File: src/rtl/seq_multiplier_pkg.sv
// Shared definitions for the shift-add multiplier: FSM state type and
// the sizing helper for the iteration counter.
package mult_pkg;

  typedef enum logic [1:0] {
    ST_IDLE = 2'd0,
    ST_RUN  = 2'd1,
    ST_DONE = 2'd2
  } state_e;

  function automatic int clog2(input int value);
    int r;
    int v;
    r = 0;
    v = value - 1;
    while (v > 0) begin
      r++;
      v = v >> 1;
    end
    return r;
  endfunction

endpackage

File: src/rtl/seq_multiplier_if.sv
// Start/busy/done handshake and operand/product bus of the multiplier.
interface seq_multiplier_if #(
  parameter int WIDTH = 4
);
  logic                 start;
  logic [WIDTH-1:0]     a;
  logic [WIDTH-1:0]     b;
  logic                 is_signed;
  logic                 busy;
  logic                 done;
  logic [2*WIDTH-1:0]   p;

  modport master (
    output start, a, b, is_signed,
    input  busy, done, p
  );

  modport slave (
    input  start, a, b, is_signed,
    output busy, done, p
  );
endinterface

File: src/rtl/seq_multiplier_sign_mag.sv
// Conditional two's-complement negate, used both to take operand
// magnitudes and to restore the sign of the final product.
module mult_sign_mag #(
  parameter int WIDTH = 4
) (
  input  logic [WIDTH-1:0] in,
  input  logic             neg,
  output logic [WIDTH-1:0] out
);
  assign out = neg ? (~in + 1'b1) : in;
endmodule

File: src/rtl/seq_multiplier.sv
// Multi-cycle shift-add multiplier, WIDTH x WIDTH -> 2*WIDTH, with optional
// two's-complement mode handled by sign/magnitude conversion around the core.
module seq_multiplier
  import mult_pkg::*;
#(
  parameter int WIDTH     = 4,
  parameter bit SIGNED_EN = 1'b1
) (
  input logic             clk,
  input logic             rst,
  seq_multiplier_if.slave bus
);
  localparam int CW = clog2(WIDTH + 1);

  state_e               state_q, state_d;
  logic [WIDTH-1:0]     mcand_q, mcand_d;
  logic [WIDTH-1:0]     mplier_q, mplier_d;
  logic [2*WIDTH-1:0]   acc_q, acc_d;
  logic [2*WIDTH-1:0]   p_q, p_d;
  logic                 neg_q, neg_d;
  logic [CW-1:0]        cnt_q, cnt_d;

  logic                 signed_op;
  logic [WIDTH-1:0]     mag_a, mag_b;
  logic [WIDTH:0]       sum;
  logic [2*WIDTH-1:0]   acc_step;
  logic [2*WIDTH-1:0]   prod_fix;

  assign signed_op = SIGNED_EN && bus.is_signed;

  // Add into the upper half with the carry kept, then shift right by one.
  assign sum      = {1'b0, acc_q[2*WIDTH-1:WIDTH]} + (mplier_q[0] ? {1'b0, mcand_q} : '0);
  assign acc_step = {sum, acc_q[WIDTH-1:1]};

  generate
    if (SIGNED_EN) begin : g_signed
      mult_sign_mag #(.WIDTH(WIDTH)) u_mag_a (
        .in (bus.a),
        .neg(signed_op & bus.a[WIDTH-1]),
        .out(mag_a)
      );
      mult_sign_mag #(.WIDTH(WIDTH)) u_mag_b (
        .in (bus.b),
        .neg(signed_op & bus.b[WIDTH-1]),
        .out(mag_b)
      );
      mult_sign_mag #(.WIDTH(2*WIDTH)) u_fix (
        .in (acc_step),
        .neg(neg_q),
        .out(prod_fix)
      );
    end else begin : g_unsigned
      assign mag_a    = bus.a;
      assign mag_b    = bus.b;
      assign prod_fix = acc_step;
    end
  endgenerate

  always_comb begin
    state_d  = state_q;
    mcand_d  = mcand_q;
    mplier_d = mplier_q;
    acc_d    = acc_q;
    p_d      = p_q;
    neg_d    = neg_q;
    cnt_d    = cnt_q;

    case (state_q)
      ST_IDLE: ;
      ST_RUN: begin
        acc_d    = acc_step;
        mplier_d = mplier_q >> 1;
        cnt_d    = cnt_q + 1'b1;
        // The product is corrected and published on the same edge that enters DONE.
        if (cnt_q == CW'(WIDTH - 1)) begin
          state_d = ST_DONE;
          p_d     = prod_fix;
        end
      end
      ST_DONE: state_d = ST_IDLE;
      default: state_d = ST_IDLE;
    endcase

    if ((state_q != ST_RUN) && bus.start) begin
      state_d  = ST_RUN;
      mcand_d  = mag_a;
      mplier_d = mag_b;
      neg_d    = signed_op & (bus.a[WIDTH-1] ^ bus.b[WIDTH-1]);
      acc_d    = '0;
      cnt_d    = '0;
    end
  end

  always_ff @(posedge clk) begin
    if (rst) begin
      state_q  <= ST_IDLE;
      mcand_q  <= '0;
      mplier_q <= '0;
      acc_q    <= '0;
      p_q      <= '0;
      neg_q    <= 1'b0;
      cnt_q    <= '0;
    end else begin
      state_q  <= state_d;
      mcand_q  <= mcand_d;
      mplier_q <= mplier_d;
      acc_q    <= acc_d;
      p_q      <= p_d;
      neg_q    <= neg_d;
      cnt_q    <= cnt_d;
    end
  end

  assign bus.busy = (state_q == ST_RUN);
  assign bus.done = (state_q == ST_DONE);
  assign bus.p    = p_q;

endmodule

File: src/flat_wrapper.sv
// flat-port wrapper written by rule: the top's interface ports become plain ports
module seq_multiplier_flat import mult_pkg::*;
#(
  parameter int WIDTH     = 4,
  parameter bit SIGNED_EN = 1'b1
)
  (clk, rst, bus_start, bus_a, bus_b, bus_is_signed, bus_busy, bus_done, bus_p);
  seq_multiplier_if #(.WIDTH(WIDTH)) bus_i ();
  input logic clk;
  input logic rst;
  input wire logic [$bits(bus_i.start)-1:0] bus_start;
  input wire logic [$bits(bus_i.a)-1:0] bus_a;
  input wire logic [$bits(bus_i.b)-1:0] bus_b;
  input wire logic [$bits(bus_i.is_signed)-1:0] bus_is_signed;
  output wire logic [$bits(bus_i.busy)-1:0] bus_busy;
  output wire logic [$bits(bus_i.done)-1:0] bus_done;
  output wire logic [$bits(bus_i.p)-1:0] bus_p;
  assign bus_i.start = bus_start;
  assign bus_i.a = bus_a;
  assign bus_i.b = bus_b;
  assign bus_i.is_signed = bus_is_signed;
  assign bus_busy = bus_i.busy;
  assign bus_done = bus_i.done;
  assign bus_p = bus_i.p;
  seq_multiplier #(.WIDTH(WIDTH), .SIGNED_EN(SIGNED_EN)) u_core (.clk(clk), .rst(rst), .bus(bus_i));
endmodule
File: config.mk
export PLATFORM = sky130hd
export DESIGN_NAME = seq_multiplier_flat
export DESIGN_NICKNAME = d
export VERILOG_FILES = /design/src/rtl/seq_multiplier_pkg.sv /design/src/rtl/seq_multiplier_if.sv /design/src/rtl/seq_multiplier_sign_mag.sv /design/src/rtl/seq_multiplier.sv /design/src/flat_wrapper.sv
export SDC_FILE = /design/constraint.sdc
export NUM_CORES = 1
export LEC_CHECK = 0
export CORE_ASPECT_RATIO = 1.5
export CORE_MARGIN = 2
export CORE_UTILIZATION = 48
export DETAILED_ROUTE_END_ITERATION = 12
export PLACE_DENSITY = 0.81
export SYNTH_ARGS = -nofsm -noshare
export SYNTH_HDL_FRONTEND = slang
export SYNTH_SLANG_ARGS = --single-unit
File: constraint.sdc
create_clock -name clk -period 1.9 [get_ports clk]
set_input_delay 0.475 -clock clk [delete_from_list [all_inputs] [get_ports clk]]
set_output_delay 0.475 -clock clk [all_outputs]
set_load 0.01 [all_outputs]
# Word level (Yosys, flattened, before mapping)
# Cells that the tools add are included.
[classes]
add_sub_neg = 5
n_eq_ne = 7
mux = 9
n_bitwise = 8
n_reduce_logical = 7
[ops]
columns = ["cell", "count"]
rows = [
  ["4-bit 2-to-1 mux", 5],
  ["4-bit by 1-bit adder with 4-bit output, second input constant", 2],
  ["8-bit by 1-bit adder with 8-bit output, second input constant", 1],
  ["8-bit 2-to-1 mux", 1],
  ["4-bit inverter", 2],
  ["8-bit inverter", 1],
  ["2-bit by 1-bit != test with 1-bit output, second input constant", 3],
  ["2-bit AND reduction", 3],
  ["4-bit by 5-bit adder with 5-bit output", 1],
  ["2-bit one-hot mux with 2 select lines", 1],
  ["3-bit by 1-bit adder with 3-bit output, second input constant", 1],
  ["1-bit AND", 3],
  ["3-bit by 2-bit equality test with 1-bit output, second input constant", 1],
  ["3-bit by 1-bit != test with 1-bit output, second input constant", 1],
  ["2-bit by 1-bit equality test with 1-bit output, second input constant", 1],
  ["2-bit equality test, second input constant", 1],
  ["2-bit zero test", 1],
  ["2-bit 2-to-1 mux", 1],
  ["2-bit nonzero test", 1],
  ["2-bit OR reduction", 1],
  ["1-bit logical AND", 1],
  ["1-bit 2-to-1 mux", 1],
  ["1-bit inverter", 1],
  ["1-bit bitwise XOR", 1],
]
[word_totals]
ff_bits = 30
output_inout_bits = 10
wordCells = 44

# Longest topological paths before layout
[depth]
ltp_word = 5
mapped_depth = 8

# Hierarchy
# From an unflattened synthesis, not the netlist that was laid out.
[unflattened]
cells_unflattened = 192
hier_area_um2 = 1617.8
[by_module_without_submodules]
columns = ["module", "n_inst", "cells_each", "area_per_inst_um2", "seq_area_each_um2"]
rows = [
  ["seq_multiplier", 1, 151, 1301.2, 580.6],
  ["mult_sign_mag at u_core.g_signed.u_fix", 1, 21, 171.4, 0.0],
  ["mult_sign_mag at u_core.g_signed.u_mag_a ...", 2, 10, 72.6, 0.0],
]

# Least setup slack after synthesis
# OpenSTA, ideal clock, no wires.
[synth_timing]
path_kind = "register to register"
start = "register u_core.mplier_q[0]"
end = "register u_core.p_q[7] (netlist: u_core.bus.p[7])"
setup_time_ns = 0.074
arrival_ns = 1.843
required_time_ns = 1.826
slack_ns = -0.018
stages_incl_launch_ff = 9
path_buffers = 0
synth_period_minus_slack_ns = 1.918
path_cell_list = "dfxtp_1 > and2_1 > ha_1 > fa_1 > nor3_1 > nand4_1 > nor3_1 > mux2i_1 > a31oi_1"
[synth_via]
elab_chain_cells = 5
[synth_rtl]
columns = ["item", "line_no", "text"]
rows = [
  ["start, declared", "seq_multiplier.sv:17", "logic [WIDTH-1:0] mplier_q, mplier_d;"],
  ["start signal, assigned", "seq_multiplier.sv:106", "mplier_q <= mplier_d;"],
  ["4-bit 2-to-1 mux", "seq_multiplier.sv:32", "assign sum = {1'b0, acc_q[2*WIDTH-1:WIDTH]} + (mplier_q[0] ? {1'b0, mcand_q} : '0);"],
  ["4-bit by 5-bit adder with 5-bit output", "seq_multiplier.sv:32", ""],
  ["via u_core.g_signed.u_fix.in[4]", "seq_multiplier_sign_mag.sv:6", "input logic [WIDTH-1:0] in,"],
  ["8-bit inverter", "seq_multiplier_sign_mag.sv:10", "assign out = neg ? (~in + 1'b1) : in;"],
  ["8-bit by 1-bit adder with 8-bit output", "seq_multiplier_sign_mag.sv:10", ""],
  ["8-bit 2-to-1 mux", "seq_multiplier_sign_mag.sv:10", ""],
  ["end signal, assigned", "seq_multiplier.sv:108", "p_q <= p_d;"],
  ["end, declared", "seq_multiplier.sv:19", "logic [2*WIDTH-1:0] p_q, p_d;"],
]
# The timed path passes the listed nets, and every way through them passes these cells.
# A chain may end at the register's enable or synchronous reset.

# Final worst setup path
[layout_timing]
start = "register u_core.mcand_q[0]"
end = "register u_core.p_q[7] (netlist: u_core.bus.p[7])"
[layout_via]
elab_chain_cells = 5
[layout_rtl]
columns = ["item", "line_no", "text"]
rows = [
  ["start, declared", "seq_multiplier.sv:16", "logic [WIDTH-1:0] mcand_q, mcand_d;"],
  ["start signal, assigned", "seq_multiplier.sv:105", "mcand_q <= mcand_d;"],
  ["4-bit 2-to-1 mux", "seq_multiplier.sv:32", ""],
  ["4-bit by 5-bit adder with 5-bit output", "seq_multiplier.sv:32", ""],
  ["via u_core.g_signed.u_fix.in[4]", "seq_multiplier_sign_mag.sv:6", ""],
  ["8-bit inverter", "seq_multiplier_sign_mag.sv:10", ""],
  ["8-bit by 1-bit adder with 8-bit output", "seq_multiplier_sign_mag.sv:10", ""],
  ["8-bit 2-to-1 mux", "seq_multiplier_sign_mag.sv:10", ""],
]
# The timed path passes the listed nets, and every way through them passes these cells.

==> results.yml <==
run_status:
  outcome: "finished with violations"
  failed_checks: "negative setup slack"
floorplanning:
  die-area_um2: 3542
  initial_core_util_pct: 50.64
  rows: 24
  die_w_um: 49.27
  core_area_um2: 2913
  die_h_um: 71.90
  io_pins: 22
cts:
  cts.sinks: 29
  cts-root-buf: "clkbuf_8"
  clk_pin_slew_worst_paths_ns: 0.06
  cts_buffer_depth: 2
  clkLatencyLatePin_ns: 0.28
  cts_inserted_buffers: 5
  cts_tree: "built"
  ctsHtreeMaxLevel: 2
worst_hold_path:
  hold_end: "u_core.bus.p[0]"
  hp-class: "register to register"
  min_from: "u_core.bus.p[0]"
  hold_depth: 2
sta:
  max_clock_freq_mhz: 512.7
  worst_hold_slack_ns: 0.4541
  post-route-min-period_ns: 1.950
  slew_viol_final: 0
  hold_viol_final: 0
  worst_slew_pin_slew_ns: 0.3911
  worst_slack_ns: -0.05037
  rsz0062_at_grt: "true"
  tns_ns: -0.05037
  setup_violations: 1
  post-route-period-util_pct: 102.7
  slew_headroom_pct: 73.93
  fin_worst_skew_ns: 0.003857
pwr:
  power_density_nw_per_um2: 688.6
  ir_worst_vdd_v: 0.0004572
  p_leak_uw: 0.0007823
  total_power_uw: 1333
global_routing:
  grtUsageTotal_pct: 19.56
  grt_first_pass_wirelength_mm: 5.285
  grt_max_degree: 22
  overflow: 0
  grt_pass1_vias: 1356
  antenna_found_initial: 0
setup_path:
  critical_path_class: "register to register"
  worstReg2RegStart: "u_core.mcand_q[0]"
  r2r_end: "u_core.bus.p[7]"
  end_kind: "register"
  cp_data_arrival_time_ns: 2.16
  r2r_slack_ns: -0.05
  required_ns: 2.11
  crit_fanout: 3
  cp-start-kind: "register"
  worstRegToRegCells: 8
logic_synthesis:
  synth_area_per_cell_um2: 8.105
  synth_cell_types: 29
  synth.area.top_cells: "dfxtp_1, ha_1, nand2_1"
  syn-cell-area_um2: 1475
  yosysTopAreaCell: "dfxtp_1"
  synth_seq_cells: 29
  postSynthCellCount: 182
  yosysWarnings: 0
  synth.top_cell.area_share_pct: 39.36
  synth_seq_area_share_pct: 39.36
  synth_fp_nets: 204
placed_design:
  numPortBuffers: 21
  dp_hpwl_mm: 2.424
  dp_slack_ns: -0.1460
  gp_congestion: 0.8530
  dpl_cell_area_um2: 1799
finish:
  syn2layout_area_growth_pct: 31.21
  design_area_um2: 1936
  diodes: 0
  layout-drive-gt1-share_pct: 14.42
  num-fill-cells: 248
  fin_nets: 237
drt:
  drtPass1Iterations: 4
  routed_via_density: 5.319
  drc_errors: 0
  vias: 1351
  drt-total-wl_mm: 3.188
  postRouteAntennaNets: 0
  routedWlPerCell_um: 12.55
  drtIter0Drc: 52
run:
  cap_violations: 0
## registers in the layout, indices dropped and copies added (netlist names)
| register | count |
|---|---|
| u_core.state_q | 2 |
| u_core.mplier_q | 4 |
| u_core.acc_q | 7 |
| u_core.neg_q | 1 |
| u_core.cnt_q | 3 |
| u_core.mcand_q | 4 |
| u_core.bus.p | 8 |
## kinds of logic after synthesis
group                    synth area share [%]
flip-flops                              39.36
buffers and inverters                   5.343
adder cells (fa/ha/maj)                 8.991
XOR/XNOR                                5.344
AO/OA/AOI/OAI                           17.30
multiplexers                            2.036
AND/OR/NAND/NOR                         21.63
## cells in the mapped netlist, drive strengths merged
cell type  number
ha              9
nor2b           2
nand3           4
xor2            3
fa              1
nor2           20
clkbuf          3
inv             9
dfxtp          29
and2            6
nand2b          2
xnor2           6
a21oi          16
nand4           1
and3            1
a31oi           4
nand2          29
or3             2
o31ai           3
nor3            5
o21ai           2
mux2i           3
a211oi          9
a21o            2
buf             7
a311oi          4
## worst max-delay path, cell delays in order (launching register included)
cell,delay [ns]
dfxtp_2,0.32
and2_4,0.15
ha_4,0.15
fa_1,0.48
nor3_2,0.20
nand4_1,0.16
nor3_1,0.15
mux2i_1,0.10
a31oi_1,0.16
## final cells by class
type | instances | area [um^2] | share of cell area, %
clock buffers | 7 | 86.33 | 4.460
inverters | 9 | 33.78 | 1.745
multi-input cells | 134 | 858.3 | 44.34
flip-flops and latches | 29 | 583.1 | 30.12
well taps | 39 | 48.80 | 2.521
repair buffers | 36 | 325.3 | 16.81
## worst max-delay path by stage
stage                  startpoint            endpoint  depth (start not counted)
2_1_floorplan  u_core.mplier_q[0]     u_core.bus.p[7]                          8
3_3_place_gp             bus_b[0]  u_core.mplier_q[2]                          7
3_5_place_dp             bus_b[0]  u_core.mplier_q[2]                          7
4_1_cts         u_core.mcand_q[0]     u_core.bus.p[7]                          8
5_1_grt         u_core.mcand_q[0]     u_core.bus.p[7]                          8
6_report        u_core.mcand_q[0]     u_core.bus.p[7]                          8
## routing by layer
layer	GRT usage, %	share of wire [%]
met5	0	0
met2	38.74	58
met1	16.38	36
met3	5.350	3.8
met4	12.70	2.2
## through the flow
stage          cells  utilization, %
3_5_place_dp     246           61.77
3_3_place_gp     246           61.77
2_1_floorplan    182               -
5_1_grt          254           66.45
4_1_cts          253           65.21
6_report         254           66.45
## repair_timing
item	in CTS	in global routing
pin swaps	2	5
gates resized for setup	3	7
hold buffers	0	0
hold endpoints to repair	0	0
setup endpoints to repair	3	4
setup buffers	0	1
## cells in the final DEF (no fill, tap or decap), drive strengths merged
cell type,instances
nand3,4
ha,9
a21o,2
a31oi,4
dlymetal6s2s,1
nor2,20
nand2,29
and3,1
o21ai,2
fa,1
dfxtp,29
xor2,3
a211oi,9
xnor2,6
nor3,5
a21oi,16
o31ai,3
nand4,1
and2,6
or3,2
clkbuf,7
nand2b,2
inv,9
clkdlybuf4s50,20
a311oi,4
nor2b,2
buf,15
mux2i,3
## power by group
part	leakage, uW	switching, uW	internal [uW]
Combinational	0.000501	96.1	90.7
Clock	0.0000443	216	286
Sequential	0.000237	14.4	630
(Power assumes the default switching activity.)
